**src/rtl/l2_mem_arbiter.sv**
```systemverilog
// l2_mem_arbiter: shares the L2 memory port between refill reads and write-backs.
// Optional statistics counters are built when MEM_ARB_STATS_EN is defined.
module l2_mem_arbiter #(
  parameter int ADDR_W        = 28,
  parameter int DATA_W        = 128,
  parameter int MAX_RD_STREAK = 4,
  parameter int STAT_W        = 16
) (
  input  logic              clk,
  input  logic              reset,
  input  logic              rd_req,
  input  logic [ADDR_W-1:0] rd_addr,
  output logic              rd_done,
  output logic [DATA_W-1:0] rd_data,
  input  logic              wb_valid,
  input  logic              wb_full,
  input  logic [ADDR_W-1:0] wb_addr,
  input  logic [DATA_W-1:0] wb_data,
  output logic              wb_pop,
  output logic              mem_read,
  output logic              mem_write,
  output logic [ADDR_W-1:0] mem_addr,
  output logic [DATA_W-1:0] mem_wdata,
  input  logic [DATA_W-1:0] mem_rdata,
  input  logic              mem_ready
`ifdef MEM_ARB_STATS_EN
  ,
  output logic [STAT_W-1:0] stat_rd,
  output logic [STAT_W-1:0] stat_wr,
  output logic [STAT_W-1:0] stat_wait
`endif
);

  typedef enum logic [1:0] {
    IDLE    = 2'b00,
    RD_BUSY = 2'b01,
    WR_BUSY = 2'b10
  } state_e;

  localparam logic [3:0] MAX_S = 4'(MAX_RD_STREAK);

  state_e            state_q, state_d;
  logic [3:0]        streak_q, streak_d;
  logic              mem_read_q, mem_read_d;
  logic              mem_write_q, mem_write_d;
  logic [ADDR_W-1:0] mem_addr_q, mem_addr_d;
  logic [DATA_W-1:0] mem_wdata_q, mem_wdata_d;
  logic [DATA_W-1:0] rd_data_q, rd_data_d;
  logic              rd_done_q, rd_done_d;
  logic              wb_pop_q, wb_pop_d;

  logic rd_live;
  logic wb_live;
  logic same_addr;
  logic wr_forced;
  logic wr_fill;
  logic is_idle;
  logic grant_rd;
  logic grant_wr;

  // Grant decision; a requester just served is masked for its done/pop cycle.
  // Idle-fill writes also wait that cycle so a refill stream can re-request.
  always_comb begin
    rd_live   = rd_req & ~rd_done_q;
    wb_live   = wb_valid & ~wb_pop_q;
    same_addr = rd_live & wb_live & (wb_addr == rd_addr);
    wr_forced = wb_live & (same_addr | wb_full | (streak_q >= MAX_S));
    wr_fill   = wb_live & ~rd_live & ~rd_done_q;
    is_idle   = (state_q == IDLE);
    grant_wr  = is_idle & (wr_forced | wr_fill);
    grant_rd  = is_idle & rd_live & ~wr_forced;
  end

  // Next-state and registered-output logic of the transaction FSM.
  always_comb begin
    state_d     = state_q;
    mem_read_d  = mem_read_q;
    mem_write_d = mem_write_q;
    mem_addr_d  = mem_addr_q;
    mem_wdata_d = mem_wdata_q;
    rd_data_d   = rd_data_q;
    rd_done_d   = 1'b0;
    wb_pop_d    = 1'b0;
    unique case (state_q)
      IDLE: begin
        if (grant_wr) begin
          state_d     = WR_BUSY;
          mem_write_d = 1'b1;
          mem_addr_d  = wb_addr;
          mem_wdata_d = wb_data;
        end else if (grant_rd) begin
          state_d    = RD_BUSY;
          mem_read_d = 1'b1;
          mem_addr_d = rd_addr;
        end
      end
      RD_BUSY: begin
        if (mem_ready) begin
          state_d    = IDLE;
          mem_read_d = 1'b0;
          rd_data_d  = mem_rdata;
          rd_done_d  = 1'b1;
        end
      end
      WR_BUSY: begin
        if (mem_ready) begin
          state_d     = IDLE;
          mem_write_d = 1'b0;
          wb_pop_d    = 1'b1;
        end
      end
      default: begin
        state_d     = IDLE;
        mem_read_d  = 1'b0;
        mem_write_d = 1'b0;
      end
    endcase
  end

  // Consecutive-read counter that bounds write-back starvation.
  always_comb begin
    streak_d = streak_q;
    if (grant_wr) begin
      streak_d = 4'd0;
    end else if (is_idle & ~wb_valid) begin
      streak_d = 4'd0;
    end else if (grant_rd & wb_valid & (streak_q != 4'hF)) begin
      streak_d = streak_q + 4'd1;
    end
  end

  // State and output registers; reset drops any in-flight operation.
  always_ff @(posedge clk or negedge reset) begin
    if (!reset) begin
      state_q     <= IDLE;
      streak_q    <= 4'd0;
      mem_read_q  <= 1'b0;
      mem_write_q <= 1'b0;
      mem_addr_q  <= '0;
      mem_wdata_q <= '0;
      rd_data_q   <= '0;
      rd_done_q   <= 1'b0;
      wb_pop_q    <= 1'b0;
    end else begin
      state_q     <= state_d;
      streak_q    <= streak_d;
      mem_read_q  <= mem_read_d;
      mem_write_q <= mem_write_d;
      mem_addr_q  <= mem_addr_d;
      mem_wdata_q <= mem_wdata_d;
      rd_data_q   <= rd_data_d;
      rd_done_q   <= rd_done_d;
      wb_pop_q    <= wb_pop_d;
    end
  end

  assign mem_read  = mem_read_q;
  assign mem_write = mem_write_q;
  assign mem_addr  = mem_addr_q;
  assign mem_wdata = mem_wdata_q;
  assign rd_data   = rd_data_q;
  assign rd_done   = rd_done_q;
  assign wb_pop    = wb_pop_q;

`ifdef MEM_ARB_STATS_EN
  logic [STAT_W-1:0] stat_rd_q;
  logic [STAT_W-1:0] stat_wr_q;
  logic [STAT_W-1:0] stat_wait_q;
  logic              rd_waiting;

  assign rd_waiting = rd_req & (state_q != RD_BUSY) & ~rd_done_q;

  // Saturating grant and refill-stall counters.
  always_ff @(posedge clk or negedge reset) begin
    if (!reset) begin
      stat_rd_q   <= '0;
      stat_wr_q   <= '0;
      stat_wait_q <= '0;
    end else begin
      if (grant_rd && (stat_rd_q != '1)) begin
        stat_rd_q <= stat_rd_q + STAT_W'(1);
      end
      if (grant_wr && (stat_wr_q != '1)) begin
        stat_wr_q <= stat_wr_q + STAT_W'(1);
      end
      if (rd_waiting && (stat_wait_q != '1)) begin
        stat_wait_q <= stat_wait_q + STAT_W'(1);
      end
    end
  end

  assign stat_rd   = stat_rd_q;
  assign stat_wr   = stat_wr_q;
  assign stat_wait = stat_wait_q;
`endif

endmodule

```
**config.mk**
```make
export PLATFORM = sky130hd
export DESIGN_NAME = l2_mem_arbiter
export DESIGN_NICKNAME = d
export VERILOG_FILES = /design/src/rtl/l2_mem_arbiter.sv
export SDC_FILE = /design/constraint.sdc
export NUM_CORES = 1
export LEC_CHECK = 0
export BUFFER_PORTS_ARGS = -buffer_cell sky130_fd_sc_hd__buf_4
export CORE_AREA = 2 2 233 235
export CTS_BUF_LIST = sky130_fd_sc_hd__clkbuf_16
export DETAILED_ROUTE_END_ITERATION = 12
export DIE_AREA = 0 0 235 237
export GPL_TIMING_DRIVEN = 1
export RECOVER_POWER = 25
export SLEW_MARGIN = 0
export SYNTH_ARGS = -nofsm -noshare
export SYNTH_HDL_FRONTEND = slang
export SYNTH_SLANG_ARGS = --single-unit
```
**constraint.sdc**
```tcl
create_clock -name clk -period 5.4 [get_ports clk]
set_input_delay 0.81 -clock clk [delete_from_list [all_inputs] [get_ports clk]]
set_output_delay 0.81 -clock clk [all_outputs]
set_load 0.02 [all_outputs]
```
* After elaboration in Yosys (flattened, before gate mapping)
Cells that the tools add are included.
** Cells by class
- Add/sub/neg operators :: 1
- Magnitude comparators :: 1
- Equal/unequal tests :: 11
- Mux-type cells :: 18
- Bitwise gates (word level) :: 23
- Reductions and logical operators :: 10
** Operators with widths (number)
- $mux W28 :: 2
- $eq A28 B28 Y1 :: 1
- $and A1 B1 Y1 :: 13
- $mux W4 :: 3
- $reduce_and A2 Y1 :: 4
- $mux W1 :: 7
- $not A1 Y1 :: 7
- $mux W2 :: 3
- $ne A2 B1 Y1 const B :: 3
- $ne A2 B2 Y1 const B :: 3
- $pmux W1 S3 :: 2
- $add A4 B1 Y4 const B :: 1
- $ge A4 B3 Y1 const B :: 1
- $ne A4 B4 Y1 const B :: 1
- $pmux W2 S2 :: 1
- $reduce_and A4 Y1 :: 1
- $ne A3 B1 Y1 const B :: 1
- $or A1 B1 Y1 :: 3
- $reduce_and A3 Y1 :: 1
- $reduce_bool A3 Y1 :: 1
- $eq A2 B1 Y1 const B :: 1
- $eq A2 B2 Y1 const B :: 1
- $logic_not A2 Y1 :: 1
- $reduce_bool A2 Y1 :: 1
- $reduce_or A2 Y1 :: 1
** Storage, ports and cells
- Bits in registers :: 294

* Logic depth before layout (Yosys ltp)
- Depth after elaboration :: 14
- Mapped depth :: 8

* Least setup slack after synthesis
Ideal clock, no wire load.
- Path type :: input -> register
- Start point :: input port rd_addr[16]
- End point :: register mem_wdata_q[0], in the netlist mem_wdata[0]
- Setup time :: 125 ps
- Arrival :: 2485 ps
- Required time :: 5275 ps
- Setup slack :: 2790 ps
- Stages :: 8
- Buffers on the path :: 2
- Cells stage by stage :: xor2_1 -> nor4_2 -> and4_4 -> a211oi_4 -> nor3_4 -> buf_12 -> buf_12 -> mux2_4
** Between the ends
- Longest elaborated chain between the ends :: 8
** RTL lines
- start, declared :: line 12 : input logic [ADDR_W-1:0] rd_addr,
- $eq A28 B28 Y1 :: line 66 : same_addr = rd_live & wb_live & (wb_addr == rd_addr);
- $and A1 B1 Y1 :: line 66
- $or A1 B1 Y1 (2 in series) :: line 67 : wr_forced = wb_live & (same_addr | wb_full | (streak_q >= MAX_S));
- $and A1 B1 Y1 :: line 67
- $or A1 B1 Y1 :: line 70 : grant_wr = is_idle & (wr_forced | wr_fill);
- $and A1 B1 Y1 :: line 70
- $reduce_and A2 Y1 (no line)
- end signal, assigned :: line 150 : mem_wdata_q <= mem_wdata_d;
- end, declared :: line 47 : logic [DATA_W-1:0] mem_wdata_q, mem_wdata_d;
No other way between the ends.
A chain may end at the register's enable or synchronous reset.

==> impl_metrics.env <==
export IMPL_cts_made_buffers=36
export IMPL_hold_viol=0
export IMPL_crit_buf_inv=2
export IMPL_via_per_inst=4.23
export IMPL_switching_share=0.366
export IMPL_p_leak_nw=8.96
export IMPL_clock_latency_ns=0.53
export IMPL_p_switching_w=0.00437
export IMPL_rsz0062_at_grt="no"
export IMPL_stdcell_count=2094
export IMPL_fmax_mhz=283
export IMPL_clk_pin_slew_ns=0.06
export IMPL_initial_core_util=0.230
export IMPL_cts_setup_buffers=0
export IMPL_path_class="input pin to asynchronous set/reset pin"
export IMPL_synth_xor_area_frac=0.0207
export IMPL_mostFrequentLayoutCell="buf_4"
export IMPL_cts_hold_repair_buffers=0
export IMPL_final_cell_mix="buf_4, dfrtp_1, mux2_2"
export IMPL_seqPwrFrac=0.333
export IMPL_core_area_sq_um=53300
export IMPL_drtIter0Drc=337
export IMPL_cpLargestDelayFamily="buffers and inverters"
export IMPL_grt_pass1_wl_um=56300
export IMPL_report_final_slew_viol_count=212
export IMPL_syn_inst=762
export IMPL_post_drt_wl_per_cell_um=17.9
export IMPL_placed_cells=2034
export IMPL_cellPowerDensity_nw_per_um2=644
export IMPL_synth_cell_types=45
export IMPL_slew_headroom=-0.866
export IMPL_grt_pass1_vias=9466
export IMPL_fin_skew_ns=0.0184
export IMPL_syn2layout_area_growth_pct=51.3
export IMPL_drv_cap=2
export IMPL_ys_ff_latch=294
export IMPL_setup_viol=0
export IMPL_fp_row_count=85
export IMPL_synthSimpleGateAreaFrac=0.0399
export IMPL_power_frac_comb=0.474
export IMPL_cts_tree="built"
export IMPL_grt_max_degree=130
export IMPL_fin_tns_setup_ns=0
export IMPL_yosysSeqAreaShare=0.600
export IMPL_num_io_pins=606
export IMPL_worst_endpoint_arrival_ns=3.54
export IMPL_yosysWarnings=0
export IMPL_multi_input_area_sq_um=4540
export IMPL_power_w=0.0119
export IMPL_first_pass_iters=4
export IMPL_cellInternalPower_w=0.00756
export IMPL_synth_adder_area_share=0.00408
export IMPL_fin_nets=1698
export IMPL_synth_compound_area_frac=0.0376
export IMPL_syn_num_nets=1084
export IMPL_routed_wl_um=37400
export IMPL_clockBufferDepth=3
export IMPL_cp_max_fo=108
export IMPL_cts_resized=0
export IMPL_antenna_cells=0
export IMPL_crit_chain="buf_8 > clkbuf_2"
export IMPL_track_usage=0.128
export IMPL_cpMaxStageDelayCell="clkbuf_2"
export IMPL_vias=8855
export IMPL_required_ns=5.41
export IMPL_htreeDepth=2
export IMPL_violations="max-capacitance violations, max-slew violations"
export IMPL_dp_hpwl_um=27500
export IMPL_worst_setup_path_start_kind="input pin"
export IMPL_end_kind="asynchronous set/reset pin"
export IMPL_synth_top_family_by_area="multiplexers"
export IMPL_tightest_slew_ns=2.80
export IMPL_muxShareOfSynthArea=0.268
export IMPL_drive_above_1_share=0.661
export IMPL_ant_nets=0
export IMPL_synth_area_sq_um=12300
export IMPL_p_clk_frac=0.193
export IMPL_fp_dieH_um=237
export IMPL_cpPeakStageDelay_ns=2.03
export IMPL_antenna_found_initial=0
export IMPL_ff_latch_area_sq_um=7360
export IMPL_cts_sinks=294
export IMPL_vdd_drop_max_mv=0.286
export IMPL_io_buffers=605
export IMPL_period_needed_ns=3.53
export IMPL_gp_congestion=0.806
export IMPL_hold_class="input pin to asynchronous set/reset pin"
export IMPL_die_area_sq_um=55700
export IMPL_num_fill_cells=5251
export IMPL_fp_dieW_um=235
export IMPL_period_share=0.653
export IMPL_status="finished with violations"
export IMPL_syn_avg_cell_area_sq_um=16.1
export IMPL_drcViolationCount=0
export IMPL_grt_overflow=0
export IMPL_cts_root_buf="clkbuf_16"
==> routing by layer <==
layer	up-vias	wire [um]	track usage
met5	-	0	0
met4	0	1370	0.0562
met3	73	3190	0.0427
met2	417	18200	0.214
met1	4368	14700	0.149
li1	3997	-	-
==> sequential cells by signal (all words and copies together), names as in the netlist <==
register / count
wb_pop: 1
rd_done: 1
streak_q: 4
mem_write: 1
mem_addr: 28
rd_data: 128
state_q: 2
mem_read: 1
mem_wdata: 128
==> cells in the mapped netlist, drive strengths merged <==
cell type / number / area, sq um
mux2i: 2 / 20.0
nand2: 6 / 22.5
or2: 1 / 6.26
nor2b: 4 / 25.0
clkbuf: 19 / 71.3
mux2: 256 / 3260
nor2: 12 / 45.0
o2bb2ai: 1 / 8.76
inv: 5 / 18.8
a221o: 28 / 280
a2bb2oi: 1 / 8.76
nor3b: 1 / 7.51
ha: 4 / 50.1
and2: 2 / 12.5
xor2: 28 / 245
xnor2: 1 / 8.76
a21oi: 6 / 41.3
buf: 19 / 274
nand2b: 3 / 18.8
o22ai: 2 / 12.5
a22oi: 1 / 7.51
a221oi: 2 / 17.5
a211o: 2 / 17.5
a211oi: 3 / 35.0
nor4: 11 / 75.1
dfrtp: 294 / 7360
nand3: 3 / 15.0
and4: 2 / 20.0
a2111oi: 1 / 8.76
nand4: 3 / 18.8
a21o: 1 / 7.51
o21ai: 3 / 15.0
nor3: 6 / 41.3
and3: 29 / 181
==> area by class of cell <==
| class | count | area share |
|---|---|---|
| multi-input cells | 425 | 0.245 |
| flip-flops and latches | 294 | 0.397 |
| clock inverters | 23 | 0.00945 |
| well taps | 696 | 0.0470 |
| inverters | 5 | 0.00101 |
| repair buffers | 614 | 0.251 |
| clock buffers | 37 | 0.0500 |
==> power groups by stage <==
stage               Sequential (W)  Clock [W]  Combinational (W)
detailed placement         0.00399          0            0.00572
CTS                        0.00398    0.00240            0.00573
finish                     0.00397    0.00230            0.00566
global route               0.00411    0.00247            0.00595
global placement           0.00396          0            0.00565
floorplan                  0.00524          0            0.00198
==> cells by family after synthesis <==
kind of cell	Yosys count
DFF	294
AOI/OAI and AO/OA	51
and+or+nand+nor	83
xor gates and xnor gates	29
buffers and inverters	43
muxes	258
adders and majority gates	4
==> per-stage QoR <==
stage / hold slack (ns) / setup slack [ns] / util / cell area [sq um]
after floorplan: 0.514 / 2.79 / - / 12300
after global placement: 0.491 / 1.80 / 0.328 / 17500
after detailed placement: 0.495 / 1.73 / 0.328 / 17500
after CTS: 0.313 / 2.31 / 0.348 / 18600
after global routing: 0.334 / 1.22 / 0.348 / 18500
final: 0.308 / 1.87 / 0.348 / 18500
==> path summary, 6_finish.rpt <==
kind / endpoint / slack [ns] / cells after the start / from
max in group clk: mem_wdata[40] / 2.20 / 9 / rd_addr[18]
setup reg to reg: mem_wdata[40] / 2.51 / 8 / rd_done
min in group clk: rd_data[57] / 0.51 / 1 / rd_data[57]
hold reg to reg: rd_data[57] / 0.51 / 1 / rd_data[57]
setup / recovery: mem_wdata[15] / 1.87 / 2 / reset
hold / removal: mem_wdata[31] / 0.31 / 1 / reset
(Power assumes the default switching activity.)
